===== config.mk =====
export PLATFORM = sky130hd
export DESIGN_NAME = imem_loader
export DESIGN_NICKNAME = d
export VERILOG_FILES = /design/src/rtl/imem_pkg.sv /design/src/rtl/imem_word_assembler.sv /design/src/rtl/imem_loader.sv
export SDC_FILE = /design/constraint.sdc
export NUM_CORES = 1
export LEC_CHECK = 0
export CAP_MARGIN = 0
export CORE_MARGIN = 4
export CORE_UTILIZATION = 40
export CTS_CLUSTER_DIAMETER = 30
export CTS_CLUSTER_SIZE = 20
export DETAILED_ROUTE_END_ITERATION = 8
export GPL_TIMING_DRIVEN = 0
export PLACE_DENSITY = 0.76
export SKIP_LAST_GASP = 1
export SYNTH_ARGS = -nofsm -noshare
export SYNTH_HDL_FRONTEND = slang
export SYNTH_SLANG_ARGS = --single-unit

===== constraint.sdc =====
create_clock -name clock -period 2 [get_ports clock]
set_input_delay 0.5 -clock clock [delete_from_list [all_inputs] [get_ports clock]]
set_output_delay 0.5 -clock clock [all_outputs]
set_load 0.01 [all_outputs]

===== src/rtl/imem_pkg.sv =====
// Shared definitions for the instruction-memory loader: halt word, memory
// geometry and the loader state encoding.
package imem_pkg;

  localparam logic [15:0] HALT_WORD  = 16'hFFFF;
  localparam int          IMEM_DEPTH = 1024;
  localparam int          IMEM_AW    = 16;

  typedef enum logic [2:0] {
    ST_IDLE  = 3'd0,
    ST_HI    = 3'd1,
    ST_LO    = 3'd2,
    ST_WR    = 3'd3,
    ST_CK_HI = 3'd4,
    ST_CK_LO = 3'd5,
    ST_DONE  = 3'd6
  } ld_state_e;

endpackage


===== src/rtl/imem_word_assembler.sv =====
// Byte-to-word assembler: offers byte_ready while the loader is in a high or
// low byte slot and captures accepted bytes into a 16-bit word (high byte
// first).
module imem_word_assembler (
  input  logic        clock,
  input  logic        reset,
  input  logic        sel_hi,
  input  logic        sel_lo,
  input  logic        byte_valid,
  input  logic [7:0]  byte_data,
  output logic        byte_ready,
  output logic        hi_xfer,
  output logic        lo_xfer,
  output logic [15:0] word
);

  logic [15:0] word_q, word_d;

  // Handshake decode and byte placement into the word being assembled.
  always_comb begin
    byte_ready = sel_hi | sel_lo;
    hi_xfer    = sel_hi & byte_valid;
    lo_xfer    = sel_lo & byte_valid;
    word_d     = word_q;
    if (hi_xfer) word_d[15:8] = byte_data;
    if (lo_xfer) word_d[7:0]  = byte_data;
  end

  // Word register; a partially assembled word is dropped on reset.
  always_ff @(posedge clock) begin
    if (reset) word_q <= '0;
    else       word_q <= word_d;
  end

  assign word = word_q;

endmodule


===== src/rtl/imem_loader.sv =====
// Instruction-memory loader: turns a byte stream into 16-bit imem writes and
// holds the CPU until the halt word is stored or memory fills up.
// Optional feature macro: IMEM_LOADER_CHECKSUM_EN adds a trailing checksum
// word after the halt word, compared against the sum of all written words.
module imem_loader
  import imem_pkg::*;
#(
  parameter int DEPTH = IMEM_DEPTH,
  parameter int CNT_W = $clog2(DEPTH) + 1
) (
  input  logic               clock,
  input  logic               reset,
  input  logic               start,
  input  logic               byte_valid,
  input  logic [7:0]         byte_data,
  output logic               byte_ready,
  output logic               imem_we,
  output logic [IMEM_AW-1:0] imem_addr,
  output logic [15:0]        imem_wdata,
  output logic               cpu_hold,
  output logic               done,
  output logic               overflow,
  output logic [CNT_W-1:0]   word_count,
  output logic               checksum_err
);

  ld_state_e        state_q, state_d;
  logic [CNT_W-1:0] count_q, count_d;
  logic             ovf_q, ovf_d;
  logic             sel_hi, sel_lo, hi_xfer, lo_xfer;
  logic [15:0]      word;
  logic [IMEM_AW-1:0] addr_ext;

`ifdef IMEM_LOADER_CHECKSUM_EN
  logic [15:0] sum_q, sum_d;
  logic        ck_err_q, ck_err_d;
`endif

  imem_word_assembler u_asm (
    .clock      (clock),
    .reset      (reset),
    .sel_hi     (sel_hi),
    .sel_lo     (sel_lo),
    .byte_valid (byte_valid),
    .byte_data  (byte_data),
    .byte_ready (byte_ready),
    .hi_xfer    (hi_xfer),
    .lo_xfer    (lo_xfer),
    .word       (word)
  );

  // Next-state, counter and status update; outputs decoded from state.
  always_comb begin
    state_d  = state_q;
    count_d  = count_q;
    ovf_d    = ovf_q;
`ifdef IMEM_LOADER_CHECKSUM_EN
    sum_d    = sum_q;
    ck_err_d = ck_err_q;
    sel_hi   = (state_q == ST_HI) || (state_q == ST_CK_HI);
    sel_lo   = (state_q == ST_LO) || (state_q == ST_CK_LO);
`else
    sel_hi   = (state_q == ST_HI);
    sel_lo   = (state_q == ST_LO);
`endif
    imem_we  = (state_q == ST_WR);
    done     = (state_q == ST_DONE);
    cpu_hold = (state_q != ST_IDLE) && (state_q != ST_DONE);

    case (state_q)
      ST_IDLE, ST_DONE: begin
        if (start) begin
          state_d = ST_HI;
          count_d = '0;
          ovf_d   = 1'b0;
`ifdef IMEM_LOADER_CHECKSUM_EN
          sum_d    = '0;
          ck_err_d = 1'b0;
`endif
        end
      end
      ST_HI: if (hi_xfer) state_d = ST_LO;
      ST_LO: if (lo_xfer) state_d = ST_WR;
      ST_WR: begin
        count_d = count_q + CNT_W'(1);
`ifdef IMEM_LOADER_CHECKSUM_EN
        sum_d   = sum_q + word;
`endif
        if (word == HALT_WORD) begin
`ifdef IMEM_LOADER_CHECKSUM_EN
          state_d = ST_CK_HI;
`else
          state_d = ST_DONE;
`endif
        end else if (count_q + CNT_W'(1) == CNT_W'(DEPTH)) begin
          state_d = ST_DONE;
          ovf_d   = 1'b1;
        end else begin
          state_d = ST_HI;
        end
      end
`ifdef IMEM_LOADER_CHECKSUM_EN
      ST_CK_HI: if (hi_xfer) state_d = ST_CK_LO;
      ST_CK_LO: begin
        if (lo_xfer) begin
          ck_err_d = ({word[15:8], byte_data} != sum_q);
          state_d  = ST_DONE;
        end
      end
`endif
      default: state_d = ST_IDLE;
    endcase
  end

  // State and status registers.
  always_ff @(posedge clock) begin
    if (reset) begin
      state_q <= ST_IDLE;
      count_q <= '0;
      ovf_q   <= 1'b0;
    end else begin
      state_q <= state_d;
      count_q <= count_d;
      ovf_q   <= ovf_d;
    end
  end

`ifdef IMEM_LOADER_CHECKSUM_EN
  // Running checksum of written words and the comparison result.
  always_ff @(posedge clock) begin
    if (reset) begin
      sum_q    <= '0;
      ck_err_q <= 1'b0;
    end else begin
      sum_q    <= sum_d;
      ck_err_q <= ck_err_d;
    end
  end
  assign checksum_err = ck_err_q;
`else
  assign checksum_err = 1'b0;
`endif

  // imem is addressed in bytes; each word occupies two.
  assign addr_ext   = IMEM_AW'(count_q);
  assign imem_addr  = addr_ext << 1;
  assign imem_wdata = word;
  assign word_count = count_q;
  assign overflow   = ovf_q;

endmodule


==> results of run 1 <==
layout by cell type, fill, tap and decap left out, types with 7 or more instances in the layout:
cell type / count
a21oi_1: 19
buf_4: 22
clkbuf_8: 7
clkdlybuf4s50_1: 49
dfxtp_1: 20
dfxtp_2: 8
mux2i_1: 18
nand2_1: 10
nor2_1: 24
o21ai_0: 7
power by group:
group	total [uW]	switching [uW]	internal (uW)
Clock	641	239	403
Combinational	297	146	151
Sequential	669	28.5	640
Total	1610	413	1190
registers in the layout, summed over array words and instances, names as in the netlist:
| signal | flops |
|---|---|
| overflow | 1 |
| state_q | 3 |
| word_count | 11 |
| u_asm.word | 16 |
worst max-delay path: cells and delay by family (launching register included):
kind | cells | cell delay, ps
buf+inv | 3 | 520
simple gates | 1 | 100
compound gates | 1 | 180
flops | 1 | 340
stage by stage:
stage	hold slack (ps)	total power, uW	worst slack [ps]
2_1_floorplan	476	845	0.216
3_3_place_gp	444	961	-251
3_5_place_dp	456	965	-252
4_1_cts	466	1610	-8.45
5_1_grt	486	1670	5.66
6_report	461	1610	66.6
area by class of cell:
type | count | share of cell area, %
well taps | 50 | 2.49
inverters | 3 | 0.448
multi-input cells | 143 | 37.7
clock inverters | 2 | 1.39
clock buffers | 6 | 3.29
repair buffers | 55 | 21.5
flip-flops and latches | 31 | 25.5
plain buffers | 28 | 7.62
how the worst max path moves through the flow:
| stage | depth (start not counted) | from | end | slack, ps |
|---|---|---|---|---|
| 6_report | 5 | state_q[1] | cpu_hold | 70 |
| 4_1_cts | 5 | state_q[1] | imem_we | -8 |
| 2_1_floorplan | 7 | word_count[1] | state_q[1] | 0.2 |
| 3_5_place_dp | 5 | state_q[1] | imem_we | -250 |
| 5_1_grt | 5 | state_q[1] | cpu_hold | 6 |
| 3_3_place_gp | 5 | state_q[1] | imem_we | -250 |
routing by layer:
layer | up-vias | share of wire (%) | routed length, um
met5 | - | 0 | 0
met4 | 0 | 0.86 | 37
met3 | 7 | 8.7 | 375
met2 | 74 | 46 | 1980
met1 | 789 | 44 | 1900
li1 | 839 | - | -
cell families after synthesis:
family	count (synthesis)	synth area share (%)
AOI/OAI and AO/OA	45	16.9
DFF	31	36.5
adders and majority gates	1	0.736
other	1	0.221
muxes	18	10.6
and+or+nand+nor	72	23.1
xor gates and xnor gates	1	0.515
buffers and inverters	33	11.5
repair_timing:
action / CTS / global route
pin swaps: 1 / 1
hold endpoints to repair: 0 / 0
setup endpoints to repair: 7 / 9
gates resized for setup: 14 / 20
buffers inserted: 0 / 2
hold buffers: 0 / 0
==> impl_metrics.ini, run 1 <==
[timing]
max_freq_mhz = 517
final.min_clock_period_ps = 1930
setup_violations = 0
finalMaxSlewViolations = 0
fin_worst_skew_ps = 7.87
tightest_slew_ps = 551
fin_crit_sh_pct = 96.7
max-slew-margin-rel_pct = 63.3
hold_viol = 0
setup_tns_ps = 0
rsz0062_at_grt = no

[critical_path]
criticalPathCategory = flop to output port
cp_max_fo = 10
startpoint_type = flop
crit_required_ps = 1500
crit_path_end_kind = output port
cp_slowest_stage_delay_ps = 340
slowest_stage = dfxtp_1
reg2reg_to = state_q[1]
arrival_ps = 1430
regToRegSetupSlack_ps = 80
r2r_cells = 7
reg2reg_from = word_count[1]
path_cells = clkbuf_8 -> nand2_1 -> a21oi_4 -> inv_1 -> dlygate4sd2_1

[global_route]
use_met2_pct = 26.4
grt_max_degree = 11
grt_pass1_wl_mm = 7.02
grt_pass1_vias = 1574
use_met1_pct = 20.7
grt_use_total_pct = 16.6
grt_overflow = 0
grt_antenna_before_repair = 0
busiest_layer = met2
grtUsageMet3_pct = 6.75

[detailed_routing]
drt_wl_total_mm = 4.29
ant_nets = 0
drt_first_pass_iters = 4
num_vias = 1709
first_iter_violations = 139
route.detailed.drc = 0
avgRoutedWirePerCell_um = 13.5
drt-vias-per-instance = 5.37

[cells_and_area]
multi_input_area_um2 = 947
fin_cells = 318
regArea_um2 = 642
layout-drive-gt1-share_pct = 21.6
final_util_pct = 61.9
fin_nets = 280
fillers = 366
final_area_um2 = 2510
antenna_cells = 0
syn2layout_area_growth_pct = 47.8

[clock_network]
cts.sinks = 31
clk_pin_slew_worst_paths_ps = 70
clockRootBuffer = clkbuf_8
cts_max_level = 2
cts_max_path_buffers = 2
cts_buffers = 5
clk_latency_ps = 290
cts_tree = built

[synthesis]
ys_ff_latch = 31
yosysMostFrequentCell = dfxtp_1
syn_area_um2 = 1700
yosysTopAreaCellShare_pct = 36.5
synth_flop_cell = dfxtp_1
ys_warn_count = 0
synth_edf_count = 0
synth_commonest_cells = dfxtp_1 (31), nor2_1 (24), a21oi_1 (20), buf_4 (18), mux2i_1 (18)
ys_types = 46
yosysTopAreaCell = dfxtp_1
seq_area_frac_synth_pct = 36.5
synthCells = 202
async_flop_share_pct = 0
synth_area_leaders = dfxtp_1 (36%), mux2i_1 (11%), buf_4 (7.9%)
avgSynthCellArea_um2 = 8.42

[floorplanning]
core-area_um2 = 4060
num_rows = 23
ios = 61
die_h_um = 73.2
die_w_um = 73.2
start_util_pct = 41.9
dieArea_um2 = 5360

[pwr]
p_leak_uw = 0.000949
p_per_area_nw_per_um2 = 640
ir_worst_vdd_uv = 466

[placement]
post-place-cells = 310
dpl_cell_area_um2 = 2310
routabilityCongestion = 0.817
io_buffers = 53
dp_hpwl_mm = 3.09

[hold_path]
min_to = overflow
hold_path.class = flop to flop
hold_depth = 2
hp-start = overflow

[outcome]
status = finished, final reports clean

[job]
cap_violations = 0
No activity file was read; power rests on OpenSTA's default activity.
==> run 2: changes to the inputs <==
Settings changed: CTS_CLUSTER_SIZE 20 to 25.
==> results of run 2 <==
No change in the layout: final DEF, timing and power equal those of run 1.
